<file path="config.mk">
export PLATFORM = sky130hd
export DESIGN_NAME = sprite_line_scheduler
export DESIGN_NICKNAME = d
export VERILOG_FILES = /design/src/rtl/sprite_pkg.sv /design/src/rtl/sprite_slot_match.sv /design/src/rtl/sprite_line_scheduler.sv
export SDC_FILE = /design/constraint.sdc
export NUM_CORES = 1
export LEC_CHECK = 0
export ABC_AREA = 1
export BUFFER_PORTS_ARGS = -buffer_cell sky130_fd_sc_hd__buf_2
export CAP_MARGIN = 15
export CORE_MARGIN = 5
export CORE_UTILIZATION = 50
export CTS_CLUSTER_DIAMETER = 100
export DETAILED_ROUTE_END_ITERATION = 6
export PLACE_DENSITY = 0.78
export RECOVER_POWER = 100
export SLEW_MARGIN = 40
export SYNTH_ARGS = -nofsm -noshare
export SYNTH_HDL_FRONTEND = slang
export SYNTH_HIERARCHICAL = 1
export SYNTH_SLANG_ARGS = --single-unit
</file>
<file path="constraint.sdc">
create_clock -name clk -period 3 [get_ports clk]
set_clock_uncertainty 0.1 [all_clocks]
set_input_delay 0.15 -clock clk [delete_from_list [all_inputs] [get_ports clk]]
set_output_delay 0.15 -clock clk [all_outputs]
set_load 0.005 [all_outputs]
</file>
<file path="src/rtl/sprite_pkg.sv">
// rtl/sprite_pkg.sv - register field layout, scan states and list entry for the sprite line scheduler
package sprite_pkg;

  localparam int STATUS_HI = 31;
  localparam int STATUS_LO = 29;
  localparam int X_HI      = 28;
  localparam int X_LO      = 19;
  localparam int Y_HI      = 18;
  localparam int Y_LO      = 9;
  localparam int OFFSET_HI = 8;
  localparam int OFFSET_LO = 0;

  localparam logic [2:0] STATUS_ACTIVE = 3'b001;
  localparam int SPRITE_LINE = 20;

  localparam int IDX_W    = 5;
  localparam int COORD_W  = 10;
  localparam int ROW_W    = 5;
  localparam int OFFSET_W = 9;

  typedef enum logic [1:0] {
    IDLE,
    SCAN,
    DRAIN
  } scan_state_t;

  typedef struct packed {
    logic [IDX_W-1:0]    index;
    logic [COORD_W-1:0]  x;
    logic [ROW_W-1:0]    row;
    logic [OFFSET_W-1:0] offset;
  } sprite_entry_t;

endpackage

</file>
<file path="src/rtl/sprite_slot_match.sv">
// rtl/sprite_slot_match.sv - one front-list slot: horizontal range compare and in-sprite column
module sprite_slot_match
  import sprite_pkg::*;
#(
  parameter int LINE_LEN = SPRITE_LINE
) (
  input  logic [COORD_W-1:0] slot_x,
  input  logic               en,
  input  logic               pixel_valid,
  input  logic [COORD_W-1:0] pixel_x,
  output logic               match,
  output logic [4:0]         col
);

  logic [COORD_W:0] lo, hi, px;

  // One extra bit so a sprite near the right edge never wraps onto column 0
  assign lo    = {1'b0, slot_x};
  assign hi    = lo + (COORD_W+1)'(LINE_LEN);
  assign px    = {1'b0, pixel_x};
  assign match = en && pixel_valid && (px >= lo) && (px < hi);
  assign col   = 5'(pixel_x - slot_x);

endmodule

</file>
<file path="src/rtl/sprite_line_scheduler.sv">
// rtl/sprite_line_scheduler.sv - scans the sprite bank for the next line and resolves pixels against the current line's list
module sprite_line_scheduler #(
  parameter int NUM_REGS     = 32,
  parameter int MAX_PER_LINE = 4,
  parameter int SPRITE_LINE  = 20,
  parameter int COORD_W      = 10,
  parameter int REG_W        = 32
) (
  input  logic                        clk,
  input  logic                        reset_n,
  input  logic                        line_start,
  input  logic [COORD_W-1:0]          next_y,
  output logic                        rd_en,
  output logic [$clog2(NUM_REGS)-1:0] rd_addr,
  input  logic [REG_W-1:0]            rd_data,
  input  logic                        pixel_valid,
  input  logic [COORD_W-1:0]          pixel_x,
  output logic                        hit,
  output logic [$clog2(NUM_REGS)-1:0] hit_index,
  output logic [4:0]                  hit_col,
  output logic [4:0]                  hit_row,
  output logic [8:0]                  hit_offset,
  output logic                        scan_busy,
  output logic                        scan_done,
  output logic                        overflow,
  output logic                        late
);
  import sprite_pkg::*;

  localparam int AW = $clog2(NUM_REGS);
  localparam int CW = $clog2(MAX_PER_LINE + 1);
  localparam int SW = $clog2(MAX_PER_LINE);

  scan_state_t   state, state_nx;
  logic          rd_vld_q;
  logic [AW-1:0] rd_idx_q;
  logic [COORD_W-1:0] ny_q;
  sprite_entry_t back_q  [MAX_PER_LINE];
  sprite_entry_t front_q [MAX_PER_LINE];
  logic [CW-1:0] back_cnt, front_cnt;

  always_ff @(posedge clk or negedge reset_n) begin
    if (!reset_n) state <= IDLE;
    else          state <= state_nx;
  end

  always_comb begin
    state_nx  = state;
    rd_en     = 1'b0;
    scan_busy = 1'b0;
    scan_done = 1'b0;
    case (state)
      SCAN: begin
        rd_en     = 1'b1;
        scan_busy = 1'b1;
        if (rd_addr == AW'(NUM_REGS - 1)) state_nx = DRAIN;
      end
      DRAIN: begin
        scan_busy = 1'b1;
        scan_done = !line_start;
        state_nx  = IDLE;
      end
      default: ;
    endcase
    if (line_start) state_nx = SCAN;
  end

  logic [2:0]          w_status;
  logic [COORD_W-1:0]  w_x, w_y;
  logic [OFFSET_W-1:0] w_off;
  logic [COORD_W:0]    ny_ext, y_lo, y_hi;
  logic                qualify;
  sprite_entry_t       new_entry;

  assign w_status  = rd_data[STATUS_HI:STATUS_LO];
  assign w_x       = rd_data[X_HI:X_LO];
  assign w_y       = rd_data[Y_HI:Y_LO];
  assign w_off     = rd_data[OFFSET_HI:OFFSET_LO];
  assign ny_ext    = {1'b0, ny_q};
  assign y_lo      = {1'b0, w_y};
  assign y_hi      = y_lo + (COORD_W+1)'(SPRITE_LINE);
  assign qualify   = rd_vld_q && (w_status == STATUS_ACTIVE) && (ny_ext >= y_lo) && (ny_ext < y_hi);
  assign new_entry = '{index: rd_idx_q, x: w_x, row: 5'(ny_q - w_y), offset: w_off};

  // A word returning on the line_start edge belongs to the aborted scan and is dropped
  always_ff @(posedge clk or negedge reset_n) begin
    if (!reset_n) begin
      rd_addr   <= '0;
      rd_vld_q  <= 1'b0;
      rd_idx_q  <= '0;
      ny_q      <= '0;
      back_cnt  <= '0;
      front_cnt <= '0;
      overflow  <= 1'b0;
      late      <= 1'b0;
      for (int i = 0; i < MAX_PER_LINE; i++) begin
        back_q[i]  <= '0;
        front_q[i] <= '0;
      end
    end else begin
      late     <= line_start && (state != IDLE);
      rd_vld_q <= rd_en && !line_start;
      rd_idx_q <= rd_addr;
      if (line_start) begin
        front_q   <= back_q;
        front_cnt <= back_cnt;
        back_cnt  <= '0;
        overflow  <= 1'b0;
        ny_q      <= next_y;
        rd_addr   <= '0;
      end else begin
        if (rd_en) rd_addr <= (rd_addr == AW'(NUM_REGS - 1)) ? '0 : rd_addr + 1'b1;
        if (qualify) begin
          if (back_cnt < CW'(MAX_PER_LINE)) begin
            back_q[back_cnt[SW-1:0]] <= new_entry;
            back_cnt <= back_cnt + 1'b1;
          end else begin
            overflow <= 1'b1;
          end
        end
      end
    end
  end

  logic [MAX_PER_LINE-1:0] slot_match;
  logic [4:0]              slot_col [MAX_PER_LINE];

  for (genvar g = 0; g < MAX_PER_LINE; g++) begin : g_slot
    sprite_slot_match #(.LINE_LEN(SPRITE_LINE)) u_slot (
      .slot_x      (front_q[g].x),
      .en          (CW'(g) < front_cnt),
      .pixel_valid (pixel_valid),
      .pixel_x     (pixel_x),
      .match       (slot_match[g]),
      .col         (slot_col[g])
    );
  end

  logic          any_match;
  sprite_entry_t win;
  logic [4:0]    win_col;

  // Slots fill in bank order, so the lowest matching slot is also the lowest bank index
  always_comb begin
    any_match = 1'b0;
    win       = '0;
    win_col   = '0;
    for (int i = MAX_PER_LINE - 1; i >= 0; i--) begin
      if (slot_match[i]) begin
        any_match = 1'b1;
        win       = front_q[i];
        win_col   = slot_col[i];
      end
    end
  end

  always_ff @(posedge clk or negedge reset_n) begin
    if (!reset_n) begin
      hit        <= 1'b0;
      hit_index  <= '0;
      hit_col    <= '0;
      hit_row    <= '0;
      hit_offset <= '0;
    end else begin
      hit        <= any_match;
      hit_index  <= win.index;
      hit_col    <= win_col;
      hit_row    <= win.row;
      hit_offset <= win.offset;
    end
  end

endmodule
</file>
==> qor.csv, run 1 <==
metric,value,unit
clock transition at the registers of the reported paths,0.06,ns
Pre-Repair DR Iteration Count,5,
Peak VDD IR,0.000435,V
port buffer count,90,
Inserted Clock Buffers,29,
most frequent cells in the layout,"747 x nand2_1, 286 x dfrtp_1, 146 x inv_1",
CP required,3.33,ns
sequential element share of the synthesized area,47.7,%
Worst Path Buf+Inv,2,
Core ar.,29700,µm²
Worst path depth,12,
largest net degree at the start of global routing,116,
global route total overflow,0,
Mapped Avg Cell Area,8.23,µm²
R2R Setup Slk,0.16,ns
worst setup margin,0.164,ns
syn nets,2002,
Die X,184,µm
number of global-route vias before repair,12600,
gr usage total,22.8,%
min Tclk post-route,2.84,ns
worst flop-to-flop path endpoint,back_q[102],
global-route wire length before repair,63500,µm
r2r worst-path depth,12,
die area,33800,µm²
vias post-DR,12900,
crit-path leading delay family,simple AND/OR/NAND/NOR gates,
most frequent cell on the critical path,nand2_1,
Syn. warnings,6,
Max-slew headroom,-52.5,%
Die Ht,184,µm
number of DRC markers in iteration 0,1209,
CP max stage delay,0.57,ns
top-area cell type share of the netlist area,47.7,%
row count,63,
CP Capture Type,flip-flop,
final hold violations,0,
hold depth,7,
final critical-path share of the clock period,94.5,%
critical path cell sequence,"inv_1, ha_1, fa_1, nand2_1, nand2_1, nand3_1, nand2_1, a21oi_1, nand4_1, clkbuf_2, nand2_1, nand2_1",
"commonest non-fill, non-tap cell in the layout",nand2_1,
clk sink count,288,
Mapped Area,15100,µm²
Worst EP arrival,3.17,ns
Clock Root Buffer,clkbuf_16,
CTS tree,yes,
CTS Buffer Depth,3,
Clock Latency Late Sink,0.55,ns
Max-cap violations,1,
synth top area cells,"dfrtp_1 48%, nand2_1 19%, ha_1 8.6%, nand4_1 5.0%, inv_1 3.6%",
total negative slack,0,ns
fraction of layout cells with a size suffix above 1,9.03,%
Worst Hold Class,in2reg,
H-tree depth,1,
failing checks,"capacitance limit, slew limit",
CP max stage cell,clkbuf_2,
RSZ-0062 raised after global routing,false,
Crit Path Class,reg2reg,
measured slew at the worst slew-check pin,2.29,ns
post-synth cell types,34,
Starting Density,50.9,%
Place WS,0.148,ns
area grow syn2layout,14.2,%
Cells after Synth,1837,
Post-DRT Antenna Nets,0,
RR Startpoint,ny_q[0],
Routability Congestion,0.922,
setup violators final,0,
Ports,91,
FMAX,353,MHz
Detail Placement HPWL,25000,µm
LEAKAGE,9.18,nW
WL/cell,16.5,µm
total wire length,38800,µm
Worst Hold Path EP,back_cnt[1],
Pwr Density,514,nW/µm²
"Power, Total",8.87,mW
largest area contributor in the netlist,dfrtp_1,
Nets,2103,
fin. max-slew vios,92,
drt drc,0,
CP max FO,29,
CP startpoint kind,flip-flop,
Post-CTS Setup Inserts,0,
initial antenna violation count,1,
status,finished with violations,
Via density,5.48,
synthesis-stage register bit count,288,
HP Start,rd_data[31],
-- cells in the mapped netlist --
cell      number
xor2_1        23
nor2_2         9
a21o_1         6
or2_1          4
nor4_1         1
nand3b_1       2
xnor2_1       16
buf_4          4
a22o_1         2
a21oi_2        1
fa_1           5
o21a_1         1
o21ai_0       65
nand4_1      121
o21ai_1        4
a21oi_1       40
buf_2          5
nand2_1      747
nor3_1         2
clkbuf_1      60
o22ai_1       18
nand3_1       24
a221oi_1      23
buf_1         10
o31ai_1        1
buf_6         15
ha_1         104
nor2_1        73
inv_2          5
inv_1        146
o211ai_1       1
dfrtp_1      288
nor2_4         5
nand2_2        6
-- report_power, final --
group	switching, mW	internal [mW]	leakage, nW
clock network	1.54	2.14	0.485
registers	0.113	4.04	3.98
logic	0.666	0.383	4.71
total	2.32	6.56	9.18
-- cells by family (layout without fill, tap and decap cells) --
group                      after synthesis  after routing  synth area share (%)
AOI/OAI and AO/OA                      162            162                  6.31
and+or+nand+nor                        994            994                  27.5
DFF                                    288            288                  47.7
xor gates and xnor gates                39             39                  2.26
adders and majority gates              109            109                  9.27
buffers and inverters                  245            369                  6.97
other                                    0              1                     0
-- per-stage QoR --
step	hold slack, ns	instances	utilization [%]	cell area [µm²]
finish	0.0772	2352	58.1	17300
global route	0.109	2352	58.1	17300
CTS	0.0226	2351	58.4	17400
detailed placement	0.111	2253	53.6	15900
global placement	0.119	2253	53.6	15900
floorplan	-0.246	1837	-	15100
-- worst reg2reg max path, delay by kind of cell (launching register included) --
kind / cells / cell delay, ns
adder cells (fa/ha/maj): 2 / 0.62
flip-flops: 1 / 0.32
AND/OR/NAND/NOR: 7 / 0.72
buffers and inverters: 2 / 0.62
AO/OA/AOI/OAI: 1 / 0.33
-- area by class of cell --
| type | count | area [µm²] |
|---|---|---|
| Fill cell | 2593 | 12500 |
| Sequential cell | 288 | 7210 |
| Multi-Input combinational cell | 1304 | 6870 |
| Timing Repair Buffer | 164 | 1150 |
| Clock buffer | 36 | 792 |
| Inverter | 151 | 567 |
| Tap cell | 390 | 488 |
| Clock inverter | 18 | 181 |
| Antenna cell | 1 | 2.50 |
-- flip-flops by register name (all words and copies together), names as in the netlist --
signal      cells
late            1
hit_col         5
back_q        116
hit_offset      9
rd_addr         5
ny_q           10
hit_row         5
hit             1
rd_idx_q        5
back_cnt        3
rd_vld_q        1
front_cnt       3
overflow        1
front_q       116
state           2
hit_index       5
-- metal layers --
layer	track usage (%)	vias to the layer above	share of wire (%)
li1	-	6160	-
met1	31.7	6218	43
met2	37.6	456	48
met3	3.68	59	6.8
met4	5.62	0	1.9
met5	0	-	0
-- worst max path at each step --
stage,from,end,slack [ns]
after floorplan,front_q[45],hit_index[4],0.22
after detailed placement,front_q[45],hit_offset[3],0.15
after global placement,front_q[45],hit_offset[3],0.19
after CTS,front_q[45],hit_offset[3],0.13
final,ny_q[0],back_q[102],0.16
after global routing,front_q[16],hit_index[4],0.0005
-- timing repair --
action / CTS / global route
hold buffers: 44 / 0
setup endpoints to repair: 0 / 5
gates resized for setup: 0 / 4
endpoints found under the hold margin: 178 / 0
Note: power is estimated with default switching activity, not from simulation.
==> run 2, diff against run 1 <==
--- a/config.mk
+++ b/config.mk
@@ -12,8 +12,9 @@
 export CORE_UTILIZATION = 50
 export CTS_CLUSTER_DIAMETER = 100
 export DETAILED_ROUTE_END_ITERATION = 6
-export PLACE_DENSITY = 0.78
+export PLACE_DENSITY = 0.73
 export RECOVER_POWER = 100
+export SETUP_SLACK_MARGIN = 0.3
 export SLEW_MARGIN = 40
 export SYNTH_ARGS = -nofsm -noshare
 export SYNTH_HDL_FRONTEND = slang
==> qor.csv, run 2 (synthesis results as in run 1) <==
metric,value,unit,change
Place WS,0.230,ns,+0.0816 ns
Max-cap violations,2,,+1
H-tree depth,1,,unchanged
final critical-path share of the clock period,95.8,%,+1.2 points
die area,33800,µm²,unchanged
Clock Root Buffer,clkbuf_16,,
critical path cell sequence,"buf_4, a21oi_2, nor2_2, nand2_2, o21ai_1, o21ai_0, ha_1, nand2_1, nor2_1, nor2_1, nand2_2, nor2_4, nor2_4, buf_6, buf_8, buf_4, a221oi_2, o22ai_1",,
number of DRC markers in iteration 0,1046,,-13%
crit-path leading delay family,simple AND/OR/NAND/NOR gates,,
switching fraction of total power,25.9,%,-0.25 points
global route total overflow,0,,unchanged
CP startpoint kind,flip-flop,,
Worst Path Buf+Inv,4,,+2
min Tclk post-route,2.87,ns,+0.0364 ns
clk sink count,288,,unchanged
CP max stage cell,dfrtp_1,,
gr usage total,22.8,%,about the same
Routability Congestion,0.867,,-6.0%
Pre-Repair DR Iteration Count,7,,+2
Ports,91,,unchanged
drt drc,0,,unchanged
failing checks,"capacitance limit, slew limit",,
FMAX,348,MHz,-1.3%
global-route wire length before repair,63900,µm,+0.61%
Clock Latency Late Sink,0.57,ns,+0.02 ns
Worst EP arrival,3.21,ns,+0.04 ns
LEAKAGE,9.45,nW,+3.0%
port buffer count,90,,unchanged
CP max FO,5,,-83%
clock transition at the registers of the reported paths,0.06,ns,about the same
CTS tree,yes,,
Die X,184,µm,unchanged
placed cell area,15900,µm²,-0.18%
Detail Placement HPWL,24900,µm,-0.27%
worst setup margin,0.127,ns,-0.0364 ns
Cell Int Power,6.72,mW,+2.5%
Post-DRT Antenna Nets,0,,unchanged
Nets,2136,,+1.6%
fraction of layout cells with a size suffix above 1,12.8,%,+3.7 points
WL/cell,17.1,µm,+3.8%
Pwr Density,504,nW/µm²,-2.0%
setup violators final,0,,unchanged
RSZ-0062 raised after global routing,true,,
Crit Path Class,reg2reg,,
Logic pwr share,12.0,%,+0.2 points
Worst Hold Class,in2reg,,
Max-slew headroom,-22.6,%,+30 points
vias post-DR,13000,,+1.1%
CP max stage delay,0.41,ns,-0.16 ns
CP Capture Type,flip-flop,,
Sw Pwr,2.34,mW,+1.1%
fin area,18000,µm²,+4.2%
area grow syn2layout,18.9,%,
status,finished with violations,,
Die Ht,184,µm,unchanged
Starting Density,50.9,%,unchanged
most frequent cells in the layout,"741 x nand2_1, 282 x dfrtp_1, 142 x inv_1",,
measured slew at the worst slew-check pin,1.84,ns,-0.448 ns
fin util,60.5,%,+2.4 points
CTS Buffer Depth,3,,unchanged
fin. max-slew vios,209,,+130%
# fillers,2503,,-3.5%
initial antenna violation count,1,,unchanged
total wire length,40800,µm,+5.1%
Largest regs,"back_q (116), front_q (116), ny_q (10)",,
Peak VDD IR,0.000393,V,-9.8%
total negative slack,0,ns,unchanged
row count,63,,unchanged
number of global-route vias before repair,12600,,+0.095%
CP required,3.34,ns,about the same
final hold violations,0,,unchanged
Via density,5.47,,-0.20%
"commonest non-fill, non-tap cell in the layout",nand2_1,,
Inserted Clock Buffers,29,,unchanged
Clk pwr share,42.2,%,+0.8 points
largest net degree at the start of global routing,143,,+23%
Core ar.,29700,µm²,unchanged
sequential power share,45.8,%,-1.0 points
-- run 2: power groups by stage --
stage                     Sequential [mW]  Clock, mW  Combinational, mW
after global routing                 4.17       4.04               1.24
final                                4.15       3.82               1.09
after detailed placement             4.22          0               1.01
after global placement               4.21          0              0.974
after CTS                            4.15       3.87               1.06
after floorplan                      4.19          0              0.644
-- run 2: final cells by class --
type | instances | area [µm²] | area share [%]
flip-flops and latches | 288 | 7210 | 40.1
multi-input cells | 1304 | 7200 | 40.1
repair buffers | 197 | 1490 | 8.28
clock buffers | 44 | 882 | 4.91
inverters | 151 | 572 | 3.18
well taps | 390 | 488 | 2.71
clock inverters | 7 | 129 | 0.717
diodes | 1 | 2.50 | 0.0139
-- run 2: routing by layer --
layer,vias up,global-route usage (%),share of wire (%)
met1,6268,32.2,43
met5,-,0,0
li1,6220,-,-
met2,464,37.6,47
met3,79,3.24,7.2
met4,0,5.21,2.5
-- run 2: through the flow --
| stage | instances | power [mW] | hold WS [ns] |
|---|---|---|---|
| 4_1_cts | 2348 | 9.09 | 0.0139 |
| 2_1_floorplan | 1837 | 4.83 | -0.246 |
| 3_5_place_dp | 2253 | 5.23 | 0.0496 |
| 6_report | 2382 | 9.06 | 0.0325 |
| 5_1_grt | 2382 | 9.45 | 0.0603 |
| 3_3_place_gp | 2253 | 5.19 | 0.0492 |
-- run 2: final timing paths --
kind,start,endpoint,slack [ns],cells after the start
setup / recovery,front_q[45],hit_index[1],0.13,18
hold / removal,pixel_x[0],hit_col[0],0.03,6
setup reg to reg,front_q[45],hit_index[1],0.13,18
hold reg to reg,rd_addr[4],rd_idx_q[4],0.34,0
max in group asynchronous,reset_n,back_q[51],0.58,3
min in group asynchronous,reset_n,ny_q[5],0.52,2
-- run 2: tightest hold or removal path, stage by stage --
cell and delay, ns:
buf_2 0.14, inv_1 0.06, ha_1 0.15, inv_1 0.04, nand2_1 0.05, o21ai_1 0.05
-- run 2: repair_timing --
item	4_1_cts	5_1_grt
endpoints found under the setup margin	23	25
resized for setup	15	87
endpoints found under the hold margin	301	0
pin swaps	1	33
hold buffers	43	0
setup buffers	1	26
cloned	0	7
